File: src/rtl/multicycle_ctrl_pkg.sv
`default_nettype none
// ============================================================================
// Module      : ctrl_pkg
// Description : Shared definitions for the multi-cycle sequencer: state
//               encodings, opcode classes (shared with main_decoder) and the
//               PC source select constants.
// Revision    : 1.0 - initial release
// ============================================================================
package ctrl_pkg;

  // Sequencer states; encodings are visible on the debug state port
  typedef enum logic [2:0] {
    ST_IDLE   = 3'd0,
    ST_FETCH  = 3'd1,
    ST_DECODE = 3'd2,
    ST_EXEC   = 3'd3,
    ST_MEM    = 3'd4,
    ST_WB     = 3'd5,
    ST_ERR    = 3'd6
  } state_e;

  // Opcode field values, identical to the ones main_decoder consumes
  localparam logic [4:0] OP_R4   = 5'b01101;
  localparam logic [4:0] OP_R3   = 5'b00011;
  localparam logic [4:0] OP_R2   = 5'b00001;
  localparam logic [4:0] OP_MOV  = 5'b00101;
  localparam logic [4:0] OP_I    = 5'b11101;
  localparam logic [4:0] OP_LW   = 5'b10111;
  localparam logic [4:0] OP_SW   = 5'b10001;
  localparam logic [4:0] OP_BR   = 5'b01010;
  localparam logic [4:0] OP_JAL  = 5'b11110;
  localparam logic [4:0] OP_JALR = 5'b01111;

  // PC source select
  localparam logic [1:0] PC_SEL_PLUS4  = 2'b00;
  localparam logic [1:0] PC_SEL_BRANCH = 2'b01;
  localparam logic [1:0] PC_SEL_JUMP   = 2'b10;

  // Coarse opcode classes: only what the sequencer needs to pick a path
  typedef enum logic [2:0] {
    CLS_ALU     = 3'd0,
    CLS_LOAD    = 3'd1,
    CLS_STORE   = 3'd2,
    CLS_BRANCH  = 3'd3,
    CLS_JUMP    = 3'd4,
    CLS_ILLEGAL = 3'd5
  } op_class_e;

  function automatic op_class_e classify(input logic [4:0] op);
    case (op)
      OP_R4, OP_R3, OP_R2, OP_MOV, OP_I: return CLS_ALU;
      OP_LW:                             return CLS_LOAD;
      OP_SW:                             return CLS_STORE;
      OP_BR:                             return CLS_BRANCH;
      OP_JAL, OP_JALR:                   return CLS_JUMP;
      default:                           return CLS_ILLEGAL;
    endcase
  endfunction

endpackage
`default_nettype wire

File: src/rtl/multicycle_ctrl_if.sv
`default_nettype none
// ============================================================================
// Module      : multicycle_ctrl_if
// Description : Instruction/data memory request-ready handshake between the
//               sequencer (master) and the memory side (slave).
// Revision    : 1.0 - initial release
// ============================================================================
interface multicycle_ctrl_if;
  logic imem_req;
  logic imem_ready;
  logic dmem_req;
  logic dmem_we;
  logic dmem_ready;

  modport master (
    output imem_req, dmem_req, dmem_we,
    input  imem_ready, dmem_ready
  );

  modport slave (
    input  imem_req, dmem_req, dmem_we,
    output imem_ready, dmem_ready
  );
endinterface
`default_nettype wire

File: src/rtl/multicycle_ctrl.sv
`default_nettype none
// ============================================================================
// Module      : multicycle_ctrl
// Description : Multi-cycle instruction sequencer. Steps each instruction
//               through FETCH/DECODE/EXEC/MEM/WB, issues one-cycle enables
//               and handles memory req/ready handshakes.
//               Optional macro MEM_TIMEOUT_EN: bounded MEM wait with a sticky
//               fault flag and a reset-only ERR state.
// Revision    : 1.0 - initial release
// ============================================================================
module multicycle_ctrl
  import ctrl_pkg::*;
#(
  parameter int CNT_W   = 16,
  parameter int TIMEOUT = 15
) (
  input  wire logic             clk,
  input  wire logic             rst_n,
  input  wire logic             run,
  input  wire logic [4:0]       opcode,
  input  wire logic             zero,
  multicycle_ctrl_if.master     mem,
  output logic                  ir_load,
  output logic                  pc_load,
  output logic [1:0]            pc_sel,
  output logic                  rf_we,
  output logic [2:0]            state,
  output logic                  illegal_op,
  output logic [CNT_W-1:0]      instr_count,
  output logic                  fault
);

  state_e            state_q, state_d;
  logic [CNT_W-1:0]  count_q, count_d;
  op_class_e         w_cls;
  logic              w_retire;

`ifdef MEM_TIMEOUT_EN
  localparam logic [3:0] WAIT_LAST = 4'(TIMEOUT - 1);
  logic [3:0]        wait_q, wait_d;
  logic              fault_q, fault_d;
`else
  logic [3:0]        w_timeout_unused;
  assign w_timeout_unused = 4'(TIMEOUT);
`endif

  // Opcode is stable from DECODE onward, so it is classified directly
  assign w_cls = classify(opcode);

  // Next state, retire decision and state-decoded strobes
  always_comb begin
    state_d      = state_q;
    count_d      = count_q;
    w_retire     = 1'b0;
    mem.imem_req = 1'b0;
    mem.dmem_req = 1'b0;
    mem.dmem_we  = 1'b0;
    ir_load      = 1'b0;
    pc_load      = 1'b0;
    pc_sel       = PC_SEL_PLUS4;
    rf_we        = 1'b0;
    illegal_op   = 1'b0;
`ifdef MEM_TIMEOUT_EN
    wait_d       = 4'd0;
    fault_d      = fault_q;
`endif

    case (state_q)
      ST_IDLE: begin
        if (run) state_d = ST_FETCH;
      end

      ST_FETCH: begin
        mem.imem_req = 1'b1;
        if (mem.imem_ready) begin
          ir_load = 1'b1;
          state_d = ST_DECODE;
        end
      end

      ST_DECODE: begin
        // Unknown opcodes retire as a NOP so the PC still advances
        if (w_cls == CLS_ILLEGAL) begin
          illegal_op = 1'b1;
          pc_load    = 1'b1;
          w_retire   = 1'b1;
        end else begin
          state_d = ST_EXEC;
        end
      end

      ST_EXEC: begin
        case (w_cls)
          CLS_BRANCH: begin
            pc_load  = 1'b1;
            pc_sel   = zero ? PC_SEL_BRANCH : PC_SEL_PLUS4;
            w_retire = 1'b1;
          end
          CLS_LOAD, CLS_STORE: state_d = ST_MEM;
          default:             state_d = ST_WB;
        endcase
      end

      ST_MEM: begin
        mem.dmem_req = 1'b1;
        mem.dmem_we  = (w_cls == CLS_STORE);
        if (mem.dmem_ready) begin
          if (w_cls == CLS_STORE) begin
            pc_load  = 1'b1;
            w_retire = 1'b1;
          end else begin
            state_d = ST_WB;
          end
        end
`ifdef MEM_TIMEOUT_EN
        else if (wait_q == WAIT_LAST) begin
          state_d = ST_ERR;
          fault_d = 1'b1;
        end else begin
          wait_d = wait_q + 4'd1;
        end
`endif
      end

      ST_WB: begin
        rf_we    = 1'b1;
        pc_load  = 1'b1;
        pc_sel   = (w_cls == CLS_JUMP) ? PC_SEL_JUMP : PC_SEL_PLUS4;
        w_retire = 1'b1;
      end

      // ERR is a quiet trap left only through reset
      ST_ERR: state_d = ST_ERR;

      default: state_d = ST_IDLE;
    endcase

    // run is only looked at on the instruction boundary
    if (w_retire) begin
      count_d = count_q + CNT_W'(1);
      state_d = run ? ST_FETCH : ST_IDLE;
    end
  end

  // State, retire counter and optional timeout bookkeeping
  always_ff @(posedge clk or negedge rst_n) begin
    if (!rst_n) begin
      state_q <= ST_IDLE;
      count_q <= '0;
`ifdef MEM_TIMEOUT_EN
      wait_q  <= 4'd0;
      fault_q <= 1'b0;
`endif
    end else begin
      state_q <= state_d;
      count_q <= count_d;
`ifdef MEM_TIMEOUT_EN
      wait_q  <= wait_d;
      fault_q <= fault_d;
`endif
    end
  end

  assign state       = state_q;
  assign instr_count = count_q;
`ifdef MEM_TIMEOUT_EN
  assign fault       = fault_q;
`else
  assign fault       = 1'b0;
`endif

endmodule
`default_nettype wire

File: src/flat_wrapper.sv
// flat-port wrapper written by rule: the top's interface ports become plain ports
module multicycle_ctrl_flat import ctrl_pkg::*;
#(
  parameter int CNT_W   = 16,
  parameter int TIMEOUT = 15
)
  (clk, rst_n, run, opcode, zero, ir_load, pc_load, pc_sel, rf_we, state, illegal_op, instr_count, fault, mem_imem_req, mem_dmem_req, mem_dmem_we, mem_imem_ready, mem_dmem_ready);
  multicycle_ctrl_if mem_i ();
  input  wire logic clk;
  input  wire logic rst_n;
  input  wire logic run;
  input  wire logic [4:0] opcode;
  input  wire logic zero;
  output logic ir_load;
  output logic pc_load;
  output logic [1:0] pc_sel;
  output logic rf_we;
  output logic [2:0] state;
  output logic illegal_op;
  output logic [CNT_W-1:0] instr_count;
  output logic fault;
  output wire logic [$bits(mem_i.imem_req)-1:0] mem_imem_req;
  output wire logic [$bits(mem_i.dmem_req)-1:0] mem_dmem_req;
  output wire logic [$bits(mem_i.dmem_we)-1:0] mem_dmem_we;
  input wire logic [$bits(mem_i.imem_ready)-1:0] mem_imem_ready;
  input wire logic [$bits(mem_i.dmem_ready)-1:0] mem_dmem_ready;
  assign mem_imem_req = mem_i.imem_req;
  assign mem_dmem_req = mem_i.dmem_req;
  assign mem_dmem_we = mem_i.dmem_we;
  assign mem_i.imem_ready = mem_imem_ready;
  assign mem_i.dmem_ready = mem_dmem_ready;
  multicycle_ctrl #(.CNT_W(CNT_W), .TIMEOUT(TIMEOUT)) u_core (.clk(clk), .rst_n(rst_n), .run(run), .opcode(opcode), .zero(zero), .mem(mem_i), .ir_load(ir_load), .pc_load(pc_load), .pc_sel(pc_sel), .rf_we(rf_we), .state(state), .illegal_op(illegal_op), .instr_count(instr_count), .fault(fault));
endmodule
File: config.mk
export PLATFORM = sky130hd
export DESIGN_NAME = multicycle_ctrl_flat
export DESIGN_NICKNAME = d
export VERILOG_FILES = /design/src/rtl/multicycle_ctrl_pkg.sv /design/src/rtl/multicycle_ctrl_if.sv /design/src/rtl/multicycle_ctrl.sv /design/src/flat_wrapper.sv
export SDC_FILE = /design/constraint.sdc
export NUM_CORES = 1
export LEC_CHECK = 0
export ABC_AREA = 1
export CAP_MARGIN = 20
export CORE_MARGIN = 2
export CORE_UTILIZATION = 25
export DETAILED_ROUTE_END_ITERATION = 8
export PLACE_DENSITY = 0.47
export SYNTH_ARGS = -nofsm -noshare
export SYNTH_HDL_FRONTEND = slang
export SYNTH_SLANG_ARGS = --single-unit
export TNS_END_PERCENT = 1
File: constraint.sdc
create_clock -name clk -period 2.9 [get_ports clk]
set_input_delay 0.29 -clock clk [delete_from_list [all_inputs] [get_ports clk]]
set_output_delay 0.29 -clock clk [all_outputs]
set_load 0.02 [all_outputs]
# Word level (Yosys, flattened, before mapping)
# Memories as Yosys holds them, arrays and structs flattened.
# Index checks and enable logic that the tools add are counted.
[word_totals]
reg_bits = 19
romBits = 96
input_bits = 11
out_inout_bits = 29
wordCells = 50
n_memories = 1
[mem_list]
columns = ["name", "words", "word_bits", "read_ports", "rd_ports_with_merged_regs", "wr", "line_no", "rtl"]
rows = [
  ["(no name shown)", 32, 3, 1, 0, 0, "multicycle_ctrl_pkg.sv:50", "case (op)"],
]
[op_classes]
n_addsub = 1
n_eq_ne = 18
mux = 25
reduce_logical = 3
[ops]
columns = ["cell", "count"]
rows = [
  ["$pmux 3 s7", 1],
  ["$mux 3", 6],
  ["$ne 3x3->1 const B", 6],
  ["$add 16x1->16 const B", 1],
  ["$eq 3x3->1 const B", 5],
  ["$mux 1", 13],
  ["$eq 3x2->1 const B", 4],
  ["$reduce_and 7->1", 1],
  ["$eq 3x1->1 const B", 2],
  ["$pmux 3 s2", 1],
  ["$mux 2", 2],
  ["$pmux 1 s4", 1],
  ["$pmux 2 s2", 1],
  ["$logic_not 3->1", 1],
  ["$ne 2x2->1 const B", 1],
  ["$reduce_or 2->1", 1],
]

# Logic depth before layout (Yosys ltp)
# Gate-level depths: netlist of run 1.
# An unclocked memory read counts as a cell.
[logic_depth]
word_depth = 7
mapped_depth = 15
mapped_depth_nobuf = 15

# Worst setup path after synthesis of run 1
# No wires, ideal clock.
[synth_timing]
path_kind = "reg2reg"
from = "reg u_core.state_q[0] (netlist: u_core.state[0])"
to = "reg u_core.count_q[9] (netlist: u_core.instr_count[9])"
setup_ns = 0.120
arrival_ns = 1.938
required_ns = 2.780
slack_ns = 0.841
stages_incl_launch_ff = 9
path_buffers = 2
synth_period_minus_slack_ns = 2.059
path_cell_list = "dfrtp_1 buf_2 nor3_1 nand4_1 nand3_2 nand2_4 buf_4 o21ai_0 nand2_1"
[synth_via]
elab_chain_len = 2
elab_cells_between_ends = 5
cone_classes = "eq/ne (4); mux (1)"
[synth_lines]
columns = ["item", "line_no", "rtl"]
rows = [
  ["from (decl)", "multicycle_ctrl.sv:33", "state_e state_q, state_d;"],
  ["from (signal assigned)", "multicycle_ctrl.sv:155", "state_q <= state_d;"],
  ["$eq 3x3->1 / $eq 3x2->1 (equally long branches)", "multicycle_ctrl.sv:68", "case (state_q)"],
  ["$pmux 1 s4 *", "multicycle_ctrl.sv:68", ""],
  ["to (signal assigned)", "multicycle_ctrl.sv:156", "count_q <= count_d;"],
  ["to (decl)", "multicycle_ctrl.sv:34", "logic [CNT_W-1:0] count_q, count_d;"],
]
# Mark *: on every way between the ends. The rest lies on a longest branch, timed or not.
# A chain may end at the register's enable or synchronous reset.

# Final worst setup path of run 1
[layout_timing]
from = "in opcode[1]"
to = "out pc_load"
[layout_via]
elab_chain_len = 5
elab_cells_between_ends = 9
cone_classes = "eq/ne (3); mux (5); memory (1)"
[layout_lines]
columns = ["item", "line_no", "rtl"]
rows = [
  ["from (decl)", "flat_wrapper.sv:12", "input wire logic [4:0] opcode;"],
  ["$mem_v2 32x3 *", "-", ""],
  ["$eq 3x2->1", "multicycle_ctrl.sv:108", "if (w_cls == CLS_STORE) begin"],
  ["$mux 1", "multicycle_ctrl.sv:108", ""],
  ["$mux 1", "multicycle_ctrl.sv:107", "if (mem.dmem_ready) begin"],
  ["$pmux 1 s4 *", "multicycle_ctrl.sv:68", ""],
  ["to (decl)", "flat_wrapper.sv:15", "output logic pc_load;"],
]
# Marked as above.

==> results of run 1 <==
==> final timing paths <==
check                                       start                endpoint  cells after the start  slack, ns
max reg2reg                       u_core.state[0]   u_core.instr_count[9]                     10       1.03
max in group asynchronous                   rst_n  u_core.instr_count[13]                      1       1.82
min in group clk           u_core.instr_count[15]  u_core.instr_count[15]                      2       0.55
max                                     opcode[1]                 pc_load                     13       0.26
min                                         rst_n  u_core.instr_count[15]                      1       0.54
min reg2reg                u_core.instr_count[15]  u_core.instr_count[15]                      2       0.55
==> worst max-delay path: cells and delay by family <==
kind | cells | cell delay [ns]
buf+inv | 4 | 1.23
simple gates | 8 | 0.61
fa+ha+maj | 1 | 0.22
==> cell type report <==
| type | count | area [µm²] | area share (%) |
|---|---|---|---|
| inverter | 33 | 124 | 5.88 |
| multi-input combinational | 157 | 970 | 46.0 |
| clock buffer | 4 | 45.0 | 2.14 |
| sequential | 19 | 475 | 22.6 |
| timing repair buffer | 40 | 398 | 18.9 |
| tap | 77 | 96.3 | 4.57 |
==> sequential cells by signal, summed over array words and instances (netlist names) <==
signal and flops:
u_core.state 3, u_core.instr_count 16
==> synthesized netlist by cell type, drive strengths merged <==
| cell | n | share of area (%) |
|---|---|---|
| o22ai | 1 | 0.39 |
| a21o | 1 | 0.46 |
| nand3 | 19 | 7.1 |
| o21ai | 7 | 2.2 |
| a21oi | 3 | 1.2 |
| dfrtp | 19 | 29 |
| inv | 33 | 7.6 |
| nor4 | 3 | 1.2 |
| ha | 6 | 4.6 |
| nand2 | 57 | 15 |
| nor3b | 2 | 0.93 |
| conb | 1 | 0.23 |
| buf | 5 | 3.2 |
| xnor2 | 3 | 1.6 |
| nand4 | 5 | 1.9 |
| xor2 | 11 | 9.7 |
| nor2 | 31 | 11 |
| nor3 | 7 | 2.2 |
==> through the flow <==
| step | std cells | util (%) |
|---|---|---|
| 3_5_place_dp | 326 | 32.6 |
| 5_1_grt | 330 | 33.4 |
| 4_1_cts | 330 | 33.4 |
| 3_3_place_gp | 326 | 32.6 |
| 2_1_floorplan | 214 | - |
| 6_report | 330 | 33.4 |
==> logic make-up after synthesis <==
family / count (synthesis) / share of synthesized area [%]
simple gates: 124 / 39.5
compound gates: 12 / 4.17
other cells: 1 / 0.231
flops: 19 / 29.3
fa+ha+maj: 6 / 4.63
xor+xnor: 14 / 11.3
buf+inv: 38 / 10.8
==> metal layers <==
layer / share of wire, % / global-route usage [%] / wire length [µm] / vias to the layer above
li1: - / - / - / 739
met1: 52 / 15.9 / 1870 / 639
met2: 45 / 17.2 / 1630 / 21
met3: 2.7 / 2.56 / 96 / 2
met4: 0.47 / 1.30 / 17 / 0
met5: 0 / 0 / 0 / -
==> cell usage in the layout, fill, tap and decap left out <==
master            n
nand4_1           5
clkbuf_1          1
nand2_4           3
o21ai_0           6
a21oi_1           2
buf_4             2
xor2_2            8
xor2_1            3
nor2_4            8
clkbuf_8          3
dlymetal6s2s_1    1
conb_1            1
ha_1              6
inv_1            29
nand2_1          49
xnor2_1           3
a21oi_2           1
inv_2             4
a21o_1            1
nor3_1            7
o21ai_1           1
nor3b_1           2
nand3_2           4
clkdlybuf4s50_1  37
dfrtp_1          19
nand2_2           5
o22ai_1           1
nor4_1            3
nor2_1           23
nand3_1          15
==> repair_timing <==
action / 4_1_cts / 5_1_grt
gates resized for setup: 0 / 1
setup endpoints to repair: 0 / 1
hold endpoints to repair: 0 / 0
==> power groups by stage <==
stage | combinational, W | clock [W] | sequential (W)
floorplan | 0.000501 | 0 | 0.000451
global placement | 0.000792 | 0 | 0.000419
detailed placement | 0.000796 | 0 | 0.000417
CTS | 0.000799 | 0.000198 | 0.000414
global route | 0.000875 | 0.000211 | 0.000429
finish | 0.000783 | 0.000188 | 0.000414
==> results.cfg, run 1 <==
[pwr]
power_leakage_nw = 0.971
power_frac_clock_pct = 13.5
p_comb_share_pct = 56.6
switching_share_pct = 46.5
switching_power_w = 0.000644
power_density_nw_per_um2 = 657
finalPower_w = 0.00138
seqPwrFrac_pct = 29.9
ir_drop_mv = 0.367
intPower_w = 0.000740

[global_routing]
grt_pass1_vias = 1371
grt_max_degree = 21
grt_use_total_pct = 11.0
grt_antenna_before_repair = 0
grt_pass1_wl_mm = 6.42
overflow = 0

[clock_tree]
clkTransAtPathRegs_ns = 0.07
numCtsBuffers = 3
worstSkewPairLatency_ns = 0.26
cts_setup_buffers = 0
cts_tree = built
root_buffer = clkbuf_8
cts_max_path_buffers = 2
htreeDepth = 1
clock_sinks = 19
ctsHoldBuffers = 0

[layout]
area_growth_pct = 30.1
diodes = 0
design_area_um2 = 2110
fill_cells = 708
drive_gt1_share_pct = 15.0
nets = 271

[placed_design]
place_hpwl_mm = 2.84
portBuffers = 38
place_area_um2 = 2060
post-place-ws_ns = 0.134
gp_congestion = 0.840

[timing]
timing.hold.ws_ns = 0.535
setup_slack_ns = 0.259
setup_viol = 0
relSlewSlack_pct = 40.4
hold_viol = 0
period_share_pct = 91.1
report.final.slew_viol_count = 0
worst_slew_pin_slew_ns = 0.891
fin_setup_tns_ns = 0
skew_ns = 0.00605
fin_crit_ns = 2.64
fmax_mhz = 379
rsz0062_at_grt = no

[die]
row_count = 29
start_util_pct = 25.7
die_area_um2 = 7140
dieHeight_um = 84.5
ios = 40
die_x_um = 84.5
core_region_area_um2 = 6310

[worst_setup_path]
cpPeakStageDelay_ns = 0.59
cp_cell_sequence = clkdlybuf4s50_1 -> inv_1 -> ha_1 -> nand2_1 -> nand2_1 -> nand2_1 -> nand2_1 -> nand2_1 -> nand3_2 -> nand3_2 -> nand2_4 -> inv_2 -> clkdlybuf4s50_1
worst-path-max-fanout = 4
cp-end-kind = primary output
slowest_stage = clkdlybuf4s50_1
crit_type = in -> out
worstSetupStartpointType = input pin
cp.required_ns = 2.61
arrival_ns = 2.35
cp_common_cell = nand2_1

[synthesis]
syn_avg_cell_area_um2 = 7.57
ys.warnings.count = 0
netlist_area_um2 = 1620
syn-num-nets = 231
synthCells = 214
ys_ff_latch = 19
seq_area_frac_synth_pct = 29.3
synth_cell_types = 29

[status]
outcome = finished, final reports clean

[drt]
vias_per_cell = 4.25
drt-pass1-iter-count = 4
ant_nets = 0
wl_per_cell_um = 11.0
drt-initial-drc-count = 49
routed_wl_mm = 3.62
route.vias.total = 1401
drcViolationCount = 0

[run]
max_cap_violations = 0

[worst_hold_path]
hold_path.class = in -> async
Power figures use the tool's default switching activity.
==> run 2, diff against run 1 <==
- ABC_CLOCK_PERIOD_IN_PS: unset -> 2900
- CTS_CLUSTER_DIAMETER: unset -> 150
==> results of run 2 <==
No change in the layout: final DEF, timing and power equal those of run 1.
